File: src/rtl/card_match_pkg.sv
// Shared types and constants for the card-corner template matching schedulers.
package card_match_pkg;

    localparam int NUM_RANKS = 13;
    localparam int SCORE_W   = 11;
    localparam int RANK_W    = $clog2(NUM_RANKS);

    typedef logic [RANK_W-1:0]  rank_idx_t;
    typedef logic [SCORE_W-1:0] score_t;

    localparam score_t    SCORE_MAX = {SCORE_W{1'b1}};
    localparam rank_idx_t RANK_LAST = rank_idx_t'(NUM_RANKS - 1);

    typedef enum logic [RANK_W-1:0] {
        RANK_A    = 4'd0,
        RANK_2    = 4'd1,
        RANK_3    = 4'd2,
        RANK_4    = 4'd3,
        RANK_5    = 4'd4,
        RANK_6    = 4'd5,
        RANK_7    = 4'd6,
        RANK_8    = 4'd7,
        RANK_9    = 4'd8,
        RANK_10   = 4'd9,
        RANK_J    = 4'd10,
        RANK_Q    = 4'd11,
        RANK_K    = 4'd12,
        RANK_NONE = 4'd15
    } rank_e;

    typedef enum logic [2:0] {
        IDLE    = 3'd0,
        ISSUE   = 3'd1,
        WAIT    = 3'd2,
        COMPARE = 3'd3,
        DONE    = 3'd4
    } sched_state_e;

    function automatic logic is_last_rank(input rank_idx_t k);
        return (k == RANK_LAST);
    endfunction

endpackage

File: src/rtl/best_score_tracker.sv
// Running minimum score and its index; strict less-than keeps the lowest index on ties.
// Outputs are look-ahead: they already include this cycle's clear/update.
module best_score_tracker
    import card_match_pkg::*;
(
    input  logic               clk,
    input  logic               rst,
    input  logic               clear_i,
    input  logic               update_i,
    input  logic [SCORE_W-1:0] score_i,
    input  logic [RANK_W-1:0]  idx_i,
    output logic [SCORE_W-1:0] min_o,
    output logic [RANK_W-1:0]  idx_o
);

    score_t    min_q, min_d;
    rank_idx_t idx_q, idx_d;

    // Compare-and-update of the running minimum
    always_comb begin
        min_d = min_q;
        idx_d = idx_q;
        if (clear_i) begin
            min_d = SCORE_MAX;
            idx_d = '0;
        end else if (update_i && (score_i < min_q)) begin
            min_d = score_i;
            idx_d = idx_i;
        end else begin
            min_d = min_q;
            idx_d = idx_q;
        end
    end

    // Running value registers
    always_ff @(posedge clk) begin
        if (rst) begin
            min_q <= SCORE_MAX;
            idx_q <= '0;
        end else begin
            min_q <= min_d;
            idx_q <= idx_d;
        end
    end

    assign min_o = min_d;
    assign idx_o = idx_d;

endmodule

File: src/rtl/rank_match_scheduler.sv
// Steps one shared template scorer over all rank kernels and reports the best match.
// Optional REJECT_THRESH_EN: a best score above REJECT_THRESHOLD reports rank "none".
module rank_match_scheduler
    import card_match_pkg::*;
#(
    parameter int TIMEOUT_CYCLES = 4096
`ifdef REJECT_THRESH_EN
    ,
    parameter int REJECT_THRESHOLD = 300
`endif
) (
    input  logic               clk,
    input  logic               rst,
    input  logic               start,
    output logic               busy,
    output logic [RANK_W-1:0]  kernel_sel,
    output logic               score_req,
    input  logic               score_valid,
    input  logic [SCORE_W-1:0] score,
    output logic [RANK_W-1:0]  best_rank,
    output logic [SCORE_W-1:0] best_score,
    output logic               result_valid,
    output logic               timeout_err
);

    localparam int TMO_W = (TIMEOUT_CYCLES > 1) ? $clog2(TIMEOUT_CYCLES) : 1;
    localparam logic [TMO_W-1:0] TMO_LAST = TMO_W'(TIMEOUT_CYCLES - 1);

    sched_state_e     state_q, state_d;
    rank_idx_t        kernel_q, kernel_d;
    logic [TMO_W-1:0] tmo_q, tmo_d;
    score_t           latched_q, latched_d;
    logic             timeout_q, timeout_d;
    rank_idx_t        best_rank_q, best_rank_d;
    score_t           best_score_q, best_score_d;
    logic             busy_q, busy_d;
    logic             score_req_q, score_req_d;
    logic             result_valid_q, result_valid_d;

    logic             trk_clear_s, trk_update_s;
    score_t           trk_min_s;
    rank_idx_t        trk_idx_s;

    best_score_tracker u_tracker (
        .clk      (clk),
        .rst      (rst),
        .clear_i  (trk_clear_s),
        .update_i (trk_update_s),
        .score_i  (latched_q),
        .idx_i    (kernel_q),
        .min_o    (trk_min_s),
        .idx_o    (trk_idx_s)
    );

    // State register
    always_ff @(posedge clk) begin
        if (rst) begin
            state_q <= IDLE;
        end else begin
            state_q <= state_d;
        end
    end

    // Next-state logic
    always_comb begin
        state_d = state_q;
        case (state_q)
            IDLE:    state_d = start ? ISSUE : IDLE;
            ISSUE:   state_d = WAIT;
            WAIT: begin
                if (score_valid || (tmo_q == TMO_LAST)) begin
                    state_d = COMPARE;
                end else begin
                    state_d = WAIT;
                end
            end
            COMPARE: state_d = is_last_rank(kernel_q) ? DONE : ISSUE;
            DONE:    state_d = IDLE;
            default: state_d = IDLE;
        endcase
    end

    // Output decode from the upcoming state so the output flops line up with it
    always_comb begin
        busy_d         = 1'b0;
        score_req_d    = 1'b0;
        result_valid_d = 1'b0;
        case (state_d)
            ISSUE: begin
                busy_d      = 1'b1;
                score_req_d = 1'b1;
            end
            WAIT, COMPARE: busy_d = 1'b1;
            DONE:          result_valid_d = 1'b1;
            default: begin
                busy_d         = 1'b0;
                score_req_d    = 1'b0;
                result_valid_d = 1'b0;
            end
        endcase
    end

    // Datapath: kernel stepping, timeout counting, score latch and final result
    always_comb begin
        kernel_d     = kernel_q;
        tmo_d        = tmo_q;
        latched_d    = latched_q;
        timeout_d    = timeout_q;
        best_rank_d  = best_rank_q;
        best_score_d = best_score_q;
        trk_clear_s  = 1'b0;
        trk_update_s = 1'b0;
        case (state_q)
            IDLE: begin
                if (start) begin
                    kernel_d    = '0;
                    timeout_d   = 1'b0;
                    trk_clear_s = 1'b1;
                end else begin
                    kernel_d = kernel_q;
                end
            end
            ISSUE: tmo_d = '0;
            WAIT: begin
                if (score_valid) begin
                    latched_d = score;
                end else if (tmo_q == TMO_LAST) begin
                    latched_d = SCORE_MAX;
                    timeout_d = 1'b1;
                end else begin
                    tmo_d = tmo_q + {{(TMO_W-1){1'b0}}, 1'b1};
                end
            end
            COMPARE: begin
                trk_update_s = 1'b1;
                if (is_last_rank(kernel_q)) begin
                    // Tracker outputs already include this kernel's compare
                    best_score_d = trk_min_s;
`ifdef REJECT_THRESH_EN
                    if (trk_min_s > SCORE_W'(REJECT_THRESHOLD)) begin
                        best_rank_d = rank_idx_t'(RANK_NONE);
                    end else begin
                        best_rank_d = trk_idx_s;
                    end
`else
                    best_rank_d = trk_idx_s;
`endif
                end else begin
                    kernel_d = kernel_q + 4'd1;
                end
            end
            DONE: kernel_d = kernel_q;
            default: kernel_d = kernel_q;
        endcase
    end

    // Datapath and output registers
    always_ff @(posedge clk) begin
        if (rst) begin
            kernel_q       <= '0;
            tmo_q          <= '0;
            latched_q      <= SCORE_MAX;
            timeout_q      <= 1'b0;
            best_rank_q    <= rank_idx_t'(RANK_A);
            best_score_q   <= SCORE_MAX;
            busy_q         <= 1'b0;
            score_req_q    <= 1'b0;
            result_valid_q <= 1'b0;
        end else begin
            kernel_q       <= kernel_d;
            tmo_q          <= tmo_d;
            latched_q      <= latched_d;
            timeout_q      <= timeout_d;
            best_rank_q    <= best_rank_d;
            best_score_q   <= best_score_d;
            busy_q         <= busy_d;
            score_req_q    <= score_req_d;
            result_valid_q <= result_valid_d;
        end
    end

    assign busy         = busy_q;
    assign kernel_sel   = kernel_q;
    assign score_req    = score_req_q;
    assign best_rank    = best_rank_q;
    assign best_score   = best_score_q;
    assign result_valid = result_valid_q;
    assign timeout_err  = timeout_q;

endmodule

File: config.mk
export PLATFORM = sky130hd
export DESIGN_NAME = rank_match_scheduler
export DESIGN_NICKNAME = d
export VERILOG_FILES = /design/src/rtl/card_match_pkg.sv /design/src/rtl/best_score_tracker.sv /design/src/rtl/rank_match_scheduler.sv
export SDC_FILE = /design/constraint.sdc
export NUM_CORES = 1
export LEC_CHECK = 0
export BUFFER_PORTS_ARGS = -buffer_cell sky130_fd_sc_hd__buf_2
export CAP_MARGIN = 20
export CORE_MARGIN = 3
export CORE_UTILIZATION = 55
export DETAILED_ROUTE_END_ITERATION = 10
export PLACE_DENSITY_LB_ADDON = 0.3
export REMOVE_ABC_BUFFERS = 1
export SLEW_MARGIN = 15
export SYNTH_ARGS = -nofsm -noshare
export SYNTH_HDL_FRONTEND = slang
export SYNTH_HIERARCHICAL = 1
export SYNTH_SLANG_ARGS = --single-unit
File: constraint.sdc
create_clock -name clk -period 2.6 [get_ports clk]
set_clock_uncertainty 0.2 [all_clocks]
set_input_delay 0.13 -clock clk [delete_from_list [all_inputs] [get_ports clk]]
set_output_delay 0.13 -clock clk [all_outputs]
set_load 0.01 [all_outputs]
---- Yosys cells after proc, flatten, opt, wreduce, memory -nomap -nowiden ----
Index checks and enable logic that the tools add are counted.
storage, ports and cells
  bits in registers ....................... 64
  bits in latches ......................... 0
  memory bits (writable) .................. 0
  ROM bits ................................ 0
  input bits .............................. 15
  output and inout bits ................... 23
  word-level logic and storage cells ...... 68
  memories ................................ 0
operators by class
  add/subtract/negate cells ............... 2
  multipliers ............................. 0
  div/mod/pow operators ................... 0
  order comparisons ....................... 1
  equal/unequal tests ..................... 14
  shifts and indexed selects .............. 0
  multiplexer cells ....................... 26
  bitwise operators ....................... 0
  reduce and logical (&&, ||, !) cells .... 13
operators with widths
  cell                                                                   count
  11-bit 2-to-1 mux                                                      4
  12-bit 2-to-1 mux                                                      2
  12-bit one-hot mux with 2 select lines                                 1
  4-bit 2-to-1 mux                                                       4
  12-bit by 1-bit adder with 12-bit output, second input constant        1
  12-bit equality test, second input constant                            1
  3-bit by 2-bit equality test with 1-bit output, second input constant  4
  3-bit one-hot mux with 4 select lines                                  1
  11-bit < comparator                                                    1
  1-bit 2-to-1 mux                                                       11
  2-bit inequality test, second input constant                           5
  4-bit one-hot mux with 2 select lines                                  1
  2-bit nonzero test                                                     4
  3-bit by 1-bit equality test with 1-bit output, second input constant  2
  3-bit AND reduction                                                    2
  4-bit by 1-bit adder with 4-bit output, second input constant          1
  4-bit equality test, second input constant                             1
  2-bit AND reduction                                                    2
  4-bit AND reduction                                                    1
  3-bit equality test, second input constant                             1
  3-bit zero test                                                        1
  3-bit 2-to-1 mux                                                       1
  3-bit OR reduction                                                     1
  1-bit one-hot mux with 2 select lines                                  1
  2 further kinds                                                        2

---- Depth between registers and ports, before layout ----
  depth in word-level cells ............... 7
  mapped depth ............................ 9
  depth with buffers taken out ............ 8

---- Hierarchy ----
The synthesis kept the hierarchy.
by module, submodules not included
  module                instances  cells an instance  area each (um2)  sequential area each (um2)
  rank_match_scheduler  1          223                1981.9           980.9
  best_score_tracker    1          151                1188.6           300.3

---- Worst setup path before layout ----
OpenSTA, ideal clock, no wires.
  kind .................................... reg2reg
  start point ............................. register u_tracker.min_q[5]
  end point ............................... register best_rank_q[0], in the netlist best_rank[0]
  library setup time ...................... 70 ps
  arrival time ............................ 1859 ps
  required time ........................... 2330 ps
  setup slack ............................. 470 ps
  stages on the path, launching flop included .. 10
  path buffers ............................ 1
  period minus slack after synthesis ...... 2130 ps
  cell sequence ........................... dfxtp_1 > inv_1 > ha_1 > and4_1 > and2_4 > a221oi_4 > buf_6 > mux2i_1 > nand2_1 > a21oi_1
on the way
  word-level cells in the longest chain between the ends .. 4
ends and longest elaborated chain
  what                    line                         source
  start, declared         best_score_tracker.sv:16     score_t min_q, min_d;
  start signal, assigned  best_score_tracker.sv:41     min_q <= min_d;
  11-bit < comparator     best_score_tracker.sv:26     end else if (update_i && (score_i < min_q)) begin
  1-bit logical AND       best_score_tracker.sv:26
  4-bit 2-to-1 mux        best_score_tracker.sv:26
  4-bit 2-to-1 mux        best_score_tracker.sv:23     if (clear_i) begin
  via trk_idx_s[0]        rank_match_scheduler.sv:42   rank_idx_t trk_idx_s;
  end signal, assigned    rank_match_scheduler.sv:164  best_rank_q <= rank_idx_t'(RANK_A);
  end signal, assigned    rank_match_scheduler.sv:174  best_rank_q <= best_rank_d;
  end, declared           rank_match_scheduler.sv:34   rank_idx_t best_rank_q, best_rank_d;
The timed path passes the listed nets, and every way through them passes these cells.
A chain may end at the register's enable or synchronous reset.

---- Worst setup path in the final report ----
  start point ............................. register u_tracker.min_q[5]
  end point ............................... register best_rank_q[3], in the netlist best_rank[3]
Same word-level chain as after synthesis.

==> impl_metrics.tcl <==
set metrics [dict create \
    avgSynthCellArea_um2 8.48 \
    powerDensity_mw_per_mm2 518 \
    crit_fanout 16 \
    crit-reg2reg-capture "best_rank[3]" \
    critPathBufInv 2 \
    port_buffers 37 \
    grt_pass1_vias 2609 \
    cp.required_ps 2660 \
    rsz0062_at_grt "no" \
    fin_crit_sh_pct 91.7 \
    num-fill-cells 490 \
    netlist_instances 374 \
    crit_end "best_rank[3]" \
    status "finished, final reports clean" \
    grt_overflow 0 \
    die_h_um 81.9 \
    design_area_mm2 0.00372 \
    post_cts_buffers 0 \
    max_stage_delay_ps 350 \
    ctsResizeCount 0 \
    cts-root-buf "clkbuf_8" \
    worst_setup_path_start_kind "flop" \
    cap_violations 0 \
    drtPass1Iterations 4 \
    worstSetupPathType "reg -> reg" \
    synth_warnings 6 \
    ys_seq_area_share_pct 40.4 \
    dpl_cell_area_mm2 0.00343 \
    drt_iter0_drc 132 \
    cp.arrival_ps 2450 \
    cts_tree "yes" \
    ant_nets 0 \
    initial_core_util_pct 57.2 \
    clock_latency_ps 340 \
    crit_chain "inv_1 -> ha_1 -> and4_1 -> and2_4 -> a221oi_4 -> buf_4 -> mux2i_1 -> nand2_1 -> a21oi_1" \
    setup_viol 0 \
    total_power_w 0.00193 \
    max_clock_freq_mhz 420 \
    place.gp.congestion 0.777 \
    rows 27 \
    final_layout_size_suffix_gt1_share_pct 16.0 \
    route.detailed.drc 0 \
    r2r_setup_slack_ps 220 \
    antenna_found_initial 0 \
    path_delay_family "compound AO/OA/AOI/OAI gates" \
    async_flop_share_pct 0 \
    place_hpwl_um 4540 \
    grt_usage_pct 22.6 \
    multi_input_area_mm2 0.00173 \
    grt_max_degree 35 \
    synth_enable_flop_cells 0 \
    final-max-slew-violation-count 0 \
    fin_nets 453 \
    clk_pin_slew_worst_paths_ps 70 \
    setup_tns_ps 0 \
    relSlewSlack_pct 56.2 \
    cts_buffer_depth 2 \
    cts_buffers 9 \
    period_needed_ps 2380 \
    hold_path_class "in -> reg" \
    end_kind "flop" \
    seq_area_mm2 0.00128 \
    io_pins 38 \
    synthFlopType "dfxtp_1" \
    cts_max_level 3 \
    synth.distinct_cells 41 \
    p_leak_nw 1.48 \
    die_x_um 81.9 \
    path_depth 9 \
    diodes 0 \
    tightest_slew_ps 654 \
    synthToLayoutAreaGrowth_pct 17.3 \
    r2r_start "u_tracker/min_q[5]" \
    ir_worst_vdd_mv 0.306 \
    synth_area_mm2 0.00317 \
    coreArea_mm2 0.00554 \
    vias_per_cell 5.39 \
    dieArea_mm2 0.00671 \
    cts_sinks 64 \
    startpoint "u_tracker/min_q[5]" \
    wire_per_inst_um 13.6 \
    worst_path_max_delay_cell "dfxtp_1" \
    ff2ff_path_depth 9 \
    finalHoldViolCount 0 \
    vias 2704 \
    grt_pass1_wl_um 11700 \
    wl_um 6840 \
    ys_seq_elements 64 \
]
worst reg2reg max path: stages, from the launching register on:
cell and delay, ps:
dfxtp_1 350, inv_1 50, ha_1 280, and4_1 210
and2_4 160, a221oi_4 280, buf_4 320, mux2i_1 220
nand2_1 60, a21oi_1 160
report_power, final:
group / internal [W] / switching [W]
Sequential: 0.000994 / 0.0000130
Clock: 0.000370 / 0.000372
Combinational: 0.0000784 / 0.000100
Total: 0.00144 / 0.000485
logic make-up after synthesis:
group | Yosys count | share of synthesized area (%)
simple gates | 171 | 27.0
mux | 32 | 10.1
compound gates | 57 | 12.3
buf+inv | 37 | 5.13
flops | 64 | 40.4
fa+ha+maj | 13 | 5.13
per-layer routing:
layer  track usage (%)  up-vias  wire length (um)
met4              7.97        0                35
met3              6.03        4               234
met2              38.2       43              3350
met5                 0        -                 0
li1                  -     1402                 -
met1              27.7     1255              3220
placed cells by master, fill, tap and decap left out, types with 5 or more instances in the layout:
master	Yosys	final
o22a_1	11	11
nand2_1	51	51
ha_1	13	13
nand3_1	6	6
nor2_1	53	53
o31ai_1	5	5
buf_4	0	10
or3_1	6	6
buf_2	1	37
inv_1	18	18
mux2i_1	32	32
dlygate4sd3_1	0	12
clkbuf_8	0	10
or4_1	5	5
dfxtp_1	64	64
a21oi_1	22	22
nor2b_1	5	5
nand3b_1	13	13
nand2b_1	8	8
o21ai_0	7	7
synth_stat cells, drive strengths merged, types with 8 or more instances:
master | count | share of area [%]
nor2 | 53 | 6.3
mux2i | 32 | 10
o21ai | 9 | 1.4
a21oi | 22 | 3.5
inv | 18 | 2.1
nand2b | 8 | 1.6
clkbuf | 15 | 1.8
dfxtp | 64 | 40
ha | 13 | 5.1
nand2 | 51 | 6.0
nand3b | 13 | 3.1
o22a | 11 | 3.0
worst min path at each step:
stage                        start            to  slack, ps  depth (start not counted)
after global placement    score[3]  latched_q[3]        160                          2
after global routing           rst    state_q[2]        100                          2
after floorplan                rst  best_rank[0]       -0.9                          1
after CTS                      rst    state_q[2]         70                          2
after detailed placement  score[2]  latched_q[2]        160                          2
final                          rst  result_valid         60                          2
layout make-up:
| class | count | area share, % |
|---|---|---|
| clock inverters | 3 | 0.471 |
| flip-flops and latches | 64 | 34.5 |
| repair buffers | 59 | 10.2 |
| clock buffers | 13 | 4.00 |
| well taps | 72 | 2.42 |
| multi-input cells | 273 | 46.6 |
| inverters | 18 | 1.82 |
repair_timing:
action	in CTS	in global routing
endpoints found under the hold margin	12	0
setup endpoints to repair	0	0
hold buffers	12	0
per-stage QoR:
step                utilization (%)  hold WS, ps  worst slack [ps]  cells
floorplan                         -       -0.934             -1540    355
global placement               61.9          155               320    474
detailed placement             61.9          161               220    474
CTS                            67.1         65.1               227    502
global route                   67.1         96.7              7.60    502
finish                         67.1         59.0               217    502
registers in the layout (all words and copies together) (netlist names):
signal,cells
kernel_sel,4
result_valid,1
tmo_q,12
score_req,1
busy,1
u_tracker/idx_q,4
best_rank,4
state_q,3
timeout_err,1
best_score,11
latched_q,11
u_tracker/min_q,11
Power figures use the tool's default switching activity.
